## src/rtl/cache_pkg.sv

```systemverilog
// Shared definitions for the cache line fill/writeback controllers.
package cache_pkg;

  localparam logic [1:0] FETCH_NOP     = 2'b00;
  localparam logic [1:0] FETCH_LINE    = 2'b01;
  localparam logic [1:0] FETCH_WB_LINE = 2'b10;

  typedef enum logic [2:0] {
    IDLE,
    WB_RD,
    WB_WAIT,
    WB_SEND,
    RD_REQ,
    RD_DATA,
    DONE
  } fill_state_e;

endpackage

```

## src/rtl/line_fill_engine_if.sv

```systemverilog
// Bundles the fetch, cache-data and external-bus signals of the line fill engine.
// The master modport is the engine itself; slave is its surrounding environment.
interface line_fill_engine_if #(
  parameter int ADDR_WIDTH = 32,
  parameter int DATA_WIDTH = 32,
  parameter int LIST_DEPTH = 4,
  parameter int LIST_WIDTH = 32
);
  localparam int TW = $clog2(LIST_DEPTH);
  localparam int WW = $clog2(LIST_WIDTH);

  logic                  fetch_req;
  logic                  fetch_gnt;
  logic [1:0]            fetch_cmd;
  logic [TW-1:0]         fetch_tag;
  logic [ADDR_WIDTH-1:0] fetch_addr;
  logic [ADDR_WIDTH-1:0] fetch_addr_pre;
  logic                  fetch_done;

  logic [TW+WW-1:0]      mem_raddr;
  logic                  mem_ren;
  logic                  mem_rready;
  logic [DATA_WIDTH-1:0] mem_rdata;
  logic                  mem_rdata_valid;
  logic [TW+WW-1:0]      mem_waddr;
  logic                  mem_wen;
  logic [DATA_WIDTH-1:0] mem_wdata;

  logic                  ext_rd_req;
  logic                  ext_rd_gnt;
  logic [ADDR_WIDTH-1:0] ext_rd_addr;
  logic [DATA_WIDTH-1:0] ext_rd_data;
  logic                  ext_rd_data_valid;
  logic                  ext_wr_valid;
  logic                  ext_wr_ready;
  logic [ADDR_WIDTH-1:0] ext_wr_addr;
  logic [DATA_WIDTH-1:0] ext_wr_data;

  modport master (
    input  fetch_req, fetch_cmd, fetch_tag, fetch_addr, fetch_addr_pre,
    output fetch_gnt, fetch_done,
    output mem_raddr, mem_ren, mem_waddr, mem_wen, mem_wdata,
    input  mem_rready, mem_rdata, mem_rdata_valid,
    output ext_rd_req, ext_rd_addr, ext_wr_valid, ext_wr_addr, ext_wr_data,
    input  ext_rd_gnt, ext_rd_data, ext_rd_data_valid, ext_wr_ready
  );

  modport slave (
    output fetch_req, fetch_cmd, fetch_tag, fetch_addr, fetch_addr_pre,
    input  fetch_gnt, fetch_done,
    input  mem_raddr, mem_ren, mem_waddr, mem_wen, mem_wdata,
    output mem_rready, mem_rdata, mem_rdata_valid,
    input  ext_rd_req, ext_rd_addr, ext_wr_valid, ext_wr_addr, ext_wr_data,
    output ext_rd_gnt, ext_rd_data, ext_rd_data_valid, ext_wr_ready
  );

endinterface

```

## src/rtl/line_fill_engine.sv

```systemverilog
// Cache line fill engine: optionally writes a victim line back to external
// memory word by word, then streams a new line from external memory into the
// cache data array, and pulses fetch_done once the line is complete.
module line_fill_engine
  import cache_pkg::*;
#(
  parameter int ADDR_WIDTH = 32,
  parameter int DATA_WIDTH = 32,
  parameter int LIST_DEPTH = 4,
  parameter int LIST_WIDTH = 32
) (
  input logic               clk,
  input logic               rst_n,
  line_fill_engine_if.master bus
);

  localparam int TW         = $clog2(LIST_DEPTH);
  localparam int WW         = $clog2(LIST_WIDTH);
  localparam int BYTE_SHIFT = $clog2(DATA_WIDTH / 8);
  localparam logic [WW-1:0] LAST_WORD = WW'(LIST_WIDTH - 1);

  fill_state_e           r_state;
  logic [WW-1:0]         r_cnt;
  logic [TW-1:0]         r_tag;
  logic [ADDR_WIDTH-1:0] r_addr;
  logic [ADDR_WIDTH-1:0] r_addr_pre;
  logic [DATA_WIDTH-1:0] r_wb_data;

  logic                  w_grant;
  logic                  w_last;
  logic                  w_beat;
  logic [TW+WW-1:0]      w_word_idx;
  logic [ADDR_WIDTH-1:0] w_wb_offset;

  // The grant is gated by rst_n so that nothing is acknowledged while held in reset.
  assign w_grant     = rst_n && bus.fetch_req && (r_state == IDLE);
  assign w_last      = (r_cnt == LAST_WORD);
  assign w_beat      = (r_state == RD_DATA) && bus.ext_rd_data_valid;
  assign w_word_idx  = {r_tag, r_cnt};
  assign w_wb_offset = ADDR_WIDTH'(r_cnt) << BYTE_SHIFT;

  // Sequencer: captures the request on grant, walks the victim words out, then the fill beats in.
  always_ff @(posedge clk or negedge rst_n) begin
    if (!rst_n) begin
      r_state    <= IDLE;
      r_cnt      <= '0;
      r_tag      <= '0;
      r_addr     <= '0;
      r_addr_pre <= '0;
      r_wb_data  <= '0;
    end else begin
      case (r_state)
        IDLE: begin
          if (w_grant) begin
            r_tag      <= bus.fetch_tag;
            r_addr     <= bus.fetch_addr;
            r_addr_pre <= bus.fetch_addr_pre;
            r_cnt      <= '0;
            case (bus.fetch_cmd)
              FETCH_WB_LINE: r_state <= WB_RD;
              FETCH_LINE:    r_state <= RD_REQ;
              default:       r_state <= DONE;
            endcase
          end
        end
        WB_RD: begin
          if (bus.mem_rready) r_state <= WB_WAIT;
        end
        WB_WAIT: begin
          if (bus.mem_rdata_valid) begin
            r_wb_data <= bus.mem_rdata;
            r_state   <= WB_SEND;
          end
        end
        WB_SEND: begin
          if (bus.ext_wr_ready) begin
            r_cnt <= r_cnt + 1'b1;
            if (w_last) begin
              r_cnt   <= '0;
              r_state <= RD_REQ;
            end else begin
              r_state <= WB_RD;
            end
          end
        end
        RD_REQ: begin
          if (bus.ext_rd_gnt) r_state <= RD_DATA;
        end
        RD_DATA: begin
          if (w_beat) begin
            r_cnt <= r_cnt + 1'b1;
            if (w_last) r_state <= DONE;
          end
        end
        DONE: begin
          r_state <= IDLE;
        end
        default: begin
          r_state <= IDLE;
        end
      endcase
    end
  end

  // Strobes decode the registered state; address/data buses are forced to zero while their strobe is low.
  assign bus.fetch_gnt    = w_grant;
  assign bus.fetch_done   = (r_state == DONE);
  assign bus.mem_ren      = (r_state == WB_RD);
  assign bus.mem_raddr    = (r_state == WB_RD) ? w_word_idx : '0;
  assign bus.mem_wen      = w_beat;
  assign bus.mem_waddr    = w_beat ? w_word_idx : '0;
  assign bus.mem_wdata    = w_beat ? bus.ext_rd_data : '0;
  assign bus.ext_rd_req   = (r_state == RD_REQ);
  assign bus.ext_rd_addr  = (r_state == RD_REQ) ? r_addr : '0;
  assign bus.ext_wr_valid = (r_state == WB_SEND);
  assign bus.ext_wr_addr  = (r_state == WB_SEND) ? (r_addr_pre + w_wb_offset) : '0;
  assign bus.ext_wr_data  = (r_state == WB_SEND) ? r_wb_data : '0;

endmodule
```

## src/flat_wrapper.sv

```systemverilog
// flat-port wrapper written by rule: the top's interface ports become plain ports
module line_fill_engine_flat import cache_pkg::*;
#(
  parameter int ADDR_WIDTH = 32,
  parameter int DATA_WIDTH = 32,
  parameter int LIST_DEPTH = 4,
  parameter int LIST_WIDTH = 32
)
  (clk, rst_n, bus_fetch_req, bus_fetch_cmd, bus_fetch_tag, bus_fetch_addr, bus_fetch_addr_pre, bus_fetch_gnt, bus_fetch_done, bus_mem_raddr, bus_mem_ren, bus_mem_waddr, bus_mem_wen, bus_mem_wdata, bus_mem_rready, bus_mem_rdata, bus_mem_rdata_valid, bus_ext_rd_req, bus_ext_rd_addr, bus_ext_wr_valid, bus_ext_wr_addr, bus_ext_wr_data, bus_ext_rd_gnt, bus_ext_rd_data, bus_ext_rd_data_valid, bus_ext_wr_ready);
  line_fill_engine_if #(.ADDR_WIDTH(ADDR_WIDTH), .DATA_WIDTH(DATA_WIDTH), .LIST_DEPTH(LIST_DEPTH), .LIST_WIDTH(LIST_WIDTH)) bus_i ();
  input logic clk;
  input logic rst_n;
  input wire logic [$bits(bus_i.fetch_req)-1:0] bus_fetch_req;
  input wire logic [$bits(bus_i.fetch_cmd)-1:0] bus_fetch_cmd;
  input wire logic [$bits(bus_i.fetch_tag)-1:0] bus_fetch_tag;
  input wire logic [$bits(bus_i.fetch_addr)-1:0] bus_fetch_addr;
  input wire logic [$bits(bus_i.fetch_addr_pre)-1:0] bus_fetch_addr_pre;
  output wire logic [$bits(bus_i.fetch_gnt)-1:0] bus_fetch_gnt;
  output wire logic [$bits(bus_i.fetch_done)-1:0] bus_fetch_done;
  output wire logic [$bits(bus_i.mem_raddr)-1:0] bus_mem_raddr;
  output wire logic [$bits(bus_i.mem_ren)-1:0] bus_mem_ren;
  output wire logic [$bits(bus_i.mem_waddr)-1:0] bus_mem_waddr;
  output wire logic [$bits(bus_i.mem_wen)-1:0] bus_mem_wen;
  output wire logic [$bits(bus_i.mem_wdata)-1:0] bus_mem_wdata;
  input wire logic [$bits(bus_i.mem_rready)-1:0] bus_mem_rready;
  input wire logic [$bits(bus_i.mem_rdata)-1:0] bus_mem_rdata;
  input wire logic [$bits(bus_i.mem_rdata_valid)-1:0] bus_mem_rdata_valid;
  output wire logic [$bits(bus_i.ext_rd_req)-1:0] bus_ext_rd_req;
  output wire logic [$bits(bus_i.ext_rd_addr)-1:0] bus_ext_rd_addr;
  output wire logic [$bits(bus_i.ext_wr_valid)-1:0] bus_ext_wr_valid;
  output wire logic [$bits(bus_i.ext_wr_addr)-1:0] bus_ext_wr_addr;
  output wire logic [$bits(bus_i.ext_wr_data)-1:0] bus_ext_wr_data;
  input wire logic [$bits(bus_i.ext_rd_gnt)-1:0] bus_ext_rd_gnt;
  input wire logic [$bits(bus_i.ext_rd_data)-1:0] bus_ext_rd_data;
  input wire logic [$bits(bus_i.ext_rd_data_valid)-1:0] bus_ext_rd_data_valid;
  input wire logic [$bits(bus_i.ext_wr_ready)-1:0] bus_ext_wr_ready;
  assign bus_i.fetch_req = bus_fetch_req;
  assign bus_i.fetch_cmd = bus_fetch_cmd;
  assign bus_i.fetch_tag = bus_fetch_tag;
  assign bus_i.fetch_addr = bus_fetch_addr;
  assign bus_i.fetch_addr_pre = bus_fetch_addr_pre;
  assign bus_fetch_gnt = bus_i.fetch_gnt;
  assign bus_fetch_done = bus_i.fetch_done;
  assign bus_mem_raddr = bus_i.mem_raddr;
  assign bus_mem_ren = bus_i.mem_ren;
  assign bus_mem_waddr = bus_i.mem_waddr;
  assign bus_mem_wen = bus_i.mem_wen;
  assign bus_mem_wdata = bus_i.mem_wdata;
  assign bus_i.mem_rready = bus_mem_rready;
  assign bus_i.mem_rdata = bus_mem_rdata;
  assign bus_i.mem_rdata_valid = bus_mem_rdata_valid;
  assign bus_ext_rd_req = bus_i.ext_rd_req;
  assign bus_ext_rd_addr = bus_i.ext_rd_addr;
  assign bus_ext_wr_valid = bus_i.ext_wr_valid;
  assign bus_ext_wr_addr = bus_i.ext_wr_addr;
  assign bus_ext_wr_data = bus_i.ext_wr_data;
  assign bus_i.ext_rd_gnt = bus_ext_rd_gnt;
  assign bus_i.ext_rd_data = bus_ext_rd_data;
  assign bus_i.ext_rd_data_valid = bus_ext_rd_data_valid;
  assign bus_i.ext_wr_ready = bus_ext_wr_ready;
  line_fill_engine #(.ADDR_WIDTH(ADDR_WIDTH), .DATA_WIDTH(DATA_WIDTH), .LIST_DEPTH(LIST_DEPTH), .LIST_WIDTH(LIST_WIDTH)) u_core (.clk(clk), .rst_n(rst_n), .bus(bus_i));
endmodule
```

## config.mk

```make
export PLATFORM = sky130hd
export DESIGN_NAME = line_fill_engine_flat
export DESIGN_NICKNAME = d
export VERILOG_FILES = /design/src/rtl/cache_pkg.sv /design/src/rtl/line_fill_engine_if.sv /design/src/rtl/line_fill_engine.sv /design/src/flat_wrapper.sv
export SDC_FILE = /design/constraint.sdc
export NUM_CORES = 1
export LEC_CHECK = 0
export CAP_MARGIN = 40
export CORE_UTILIZATION = 45
export CTS_CLUSTER_DIAMETER = 120
export DETAILED_ROUTE_END_ITERATION = 10
export MAX_ROUTING_LAYER = met4
export PLACE_DENSITY = 0.87
export REMOVE_ABC_BUFFERS = 1
export SLEW_MARGIN = 20
export SYNTH_ARGS = -nofsm -noshare
export SYNTH_HDL_FRONTEND = slang
export SYNTH_SLANG_ARGS = --single-unit
export TNS_END_PERCENT = 20
```

## constraint.sdc

```tcl
create_clock -name clk -period 4.6 [get_ports clk]
set_clock_uncertainty 0.05 [all_clocks]
set_input_delay 0.92 -clock clk [delete_from_list [all_inputs] [get_ports clk]]
set_output_delay 0.92 -clock clk [all_outputs]
set_load 0.03 [all_outputs]
```

==> impl_results.md <==
- Status: finished clean
- Vias in the first global route: 5,670
- Multi-input logic area: 3179 sq um
- First-pass GRT wire length: 28.39 mm
- Netlist area before placement: 6116 sq um
- Clk pin slew, worst setup/hold paths: 0.07 ns
- Clk sinks: 106
- Lkg Pwr: 4.004 nW
- Vias: 5,726
- Initial antenna violation count: 0
- Ys Warns: 0
- Slew HR: 0.5159
- DRT antenna net count: 0
- DR WL/cell: 15.74 um
- Hold Crit Class: reg -> reg
- FF/Latch Area: 2653 sq um
- Die X: 118.6 um
- Ys async rst share: 1.000
- Core area: 13,240 sq um
- Gr ovfl total: 0
- Post-Layout Inst Area: 9336 sq um
- Fill count: 1,048
- Startpoint Class: register
- Detailed-route wire length: 17.83 mm
- Placer Congestion: 0.8330
- DIE HEIGHT: 118.6 um
- WS Path Type: reg -> out
- Fin Setup TNS: 0 ns
- # rows: 42
- Num CTS Buffers: 9
- Crit path DAT: 3.23 ns
- Required time of the critical path: 3.63 ns
- DP Wirelength: 12.82 mm
- Crit share post-route: 0.9141
- Slowest CP cell: clkdlybuf4s50_1
- Vias per inst: 5.054
- Max incr delay on CP: 0.68 ns
- CTS tree: yes
- Cells after synthesis: 685
- Power per cell area: 498.4 nW/um^2
- RSZ-0062 raised after global routing: no
- Finish-stage setup viols: 0
- Avg Cell Area, Syn: 8.928 sq um
- Cell Area, Placed: 9056 sq um
- # DRC: 0
- Ports: 288
- Period minus WS final: 4.205 ns
- Worst Path Max Fanout: 11
- Antenna Cells: 0
- Register area share after synthesis: 0.4337
- Cts hold-fix bufs: 0
- Worst Setup End Kind: primary output
- Share of cells above drive strength 1: 0.08150
- First DRT Iteration DRCs: 381
- Post-synth cell types: 56
- Clock Tree Root: clkbuf_16
- Largest net degree at the start of global routing: 71
- Total GRT Usage: 0.2643
- Clk Latency, worst-skew pair: 0.34 ns
- Post-synth EDFFs: 0
- Cells along the critical path: ha_1, inv_1, fa_1, nor2b_1, o31a_2, o211ai_4, or3_1, a21oi_1, clkdlybuf4s50_1
- Synth Register Bits: 106
- Initial Util: 0.4618
- Die area: 14,060 sq um
- Main synth FF type: dfrtp_1
- Final Max Slew Viols: 0
- PortBufs: 287
- Worst-Margin Slew: 0.7262 ns
- Total iterations of the first detailed-routing run: 4
- Final net count: 1,102
- Highest Clock Rate: 0.2378 GHz
- Hold Fails Final Rpt: 0
- VDD IR max: 0.3658 mV
- P&R area growth vs syn: 52.66%
- Max Root-Sink Buffers: 2
- Htree depth: 3
- Max_cap viols: 0
==> cells in the mapped netlist, drive strengths merged, types with 4 or more instances <==
cell type | number | area share
and3 | 6 | 0.0061
a21oi | 11 | 0.0090
ha | 9 | 0.018
nor2b | 5 | 0.0051
o31ai | 4 | 0.0049
nor2 | 29 | 0.018
inv | 12 | 0.0078
a211oi | 6 | 0.0074
and2 | 115 | 0.12
and4 | 4 | 0.0061
clkbuf | 14 | 0.0086
a2111oi | 5 | 0.020
mux2 | 32 | 0.059
nor3 | 4 | 0.0033
nand3 | 10 | 0.0082
buf | 29 | 0.032
dfrtp | 106 | 0.43
xnor2 | 12 | 0.017
xor2 | 11 | 0.016
o2111ai | 6 | 0.0086
nand2 | 204 | 0.13
o21ai | 14 | 0.011
==> metrics by stage <==
stage	util	hold slack, ns	power, W	worst slack, ns	std cells
floorplan	-	0.3874	0.003040	0.7801	642
global placement	0.6839	0.3979	0.003869	0.6865	1117
detailed placement	0.6839	0.4036	0.003940	0.6137	1117
CTS	0.7049	0.4213	0.004701	0.2247	1133
global route	0.7050	0.4308	0.004972	0.1040	1133
finish	0.7050	0.4151	0.004653	0.3953	1133
==> repair_timing <==
item	4_1_cts	5_1_grt
resized for setup	0	1
setup endpoints to repair	0	2
buffers inserted	0	0
==> cells in the final DEF (no fill, tap or decap), types with 9 or more instances in the layout <==
| cell type | count |
|---|---|
| a21oi_1 | 11 |
| and2_1 | 115 |
| buf_4 | 14 |
| clkbuf_16 | 9 |
| clkdlybuf4s50_1 | 285 |
| dfrtp_1 | 106 |
| ha_1 | 9 |
| inv_1 | 10 |
| mux2_2 | 32 |
| nand2_1 | 204 |
| nand3_1 | 10 |
| nor2_1 | 29 |
| o21ai_0 | 10 |
| xnor2_1 | 12 |
| xor2_1 | 11 |
==> critical path: cells and delay by family (launching register included) <==
| family | cells | cell delay (ns) |
|---|---|---|
| buffers and inverters | 2 | 0.73 |
| AO/OA/AOI/OAI | 3 | 0.60 |
| AND/OR/NAND/NOR | 2 | 0.51 |
| flip-flops | 1 | 0.46 |
| adder cells (fa/ha/maj) | 2 | 0.57 |
==> sequential cells by signal, indices dropped and copies added, names as in the netlist <==
register           flops
u_core.r_wb_data      32
u_core.r_cnt           5
u_core.r_tag           2
u_core.r_addr         32
u_core.r_state         3
u_core.r_addr_pre     32
==> cell families (layout without fill, tap and decap cells) <==
| logic type | Yosys count | count (layout) | synth area share |
|---|---|---|---|
| buffers and inverters | 55 | 327 | 0.04869 |
| multiplexers | 33 | 33 | 0.06056 |
| AO/OA/AOI/OAI | 62 | 62 | 0.08572 |
| AND/OR/NAND/NOR | 396 | 396 | 0.3167 |
| flip-flops | 106 | 106 | 0.4337 |
| XOR/XNOR | 23 | 23 | 0.03294 |
| adder cells (fa/ha/maj) | 10 | 10 | 0.02169 |
==> layout make-up <==
cell class                      count  area share
Multi-Input combinational cell    524      0.3405
Timing Repair Buffer              299      0.3168
Sequential cell                   106      0.2841
Clock buffer                       10     0.02452
Tap cell                          176     0.02359
Clock inverter                      6    0.005360
Inverter                           12    0.005092
==> layer usage <==
layer,track usage,share of wire,vias up
li1,-,-,2767
met1,0.3067,0.40,2701
met2,0.4433,0.51,227
met3,0.05792,0.068,31
met4,0.1076,0.025,0
met5,-,0,-
==> path summary, 6_finish.rpt <==
| check | from | to | slack, ns | cells past startpoint |
|---|---|---|---|---|
| worst max register to register | u_core.r_state[0] | u_core.r_addr_pre[12] | 2.07 | 5 |
| worst min register to register | u_core.r_addr[3] | u_core.r_addr[3] | 0.42 | 2 |
| worst min-delay path | u_core.r_addr[3] | u_core.r_addr[3] | 0.42 | 2 |
| max in group asynchronous | rst_n | u_core.r_addr_pre[5] | 2.66 | 3 |
| min in group asynchronous | rst_n | u_core.r_wb_data[20] | 0.64 | 2 |
| worst max-delay path | u_core.r_cnt[0] | bus_ext_wr_addr[26] | 0.40 | 9 |
==> power breakdown <==
| part | total, W | internal (W) | switching, W |
|---|---|---|---|
| Combinational | 0.00219 | 0.000992 | 0.00120 |
| Sequential | 0.00173 | 0.00137 | 0.000358 |
| Clock | 0.000739 | 0.000375 | 0.000364 |
Power figures use the tool's default switching activity.
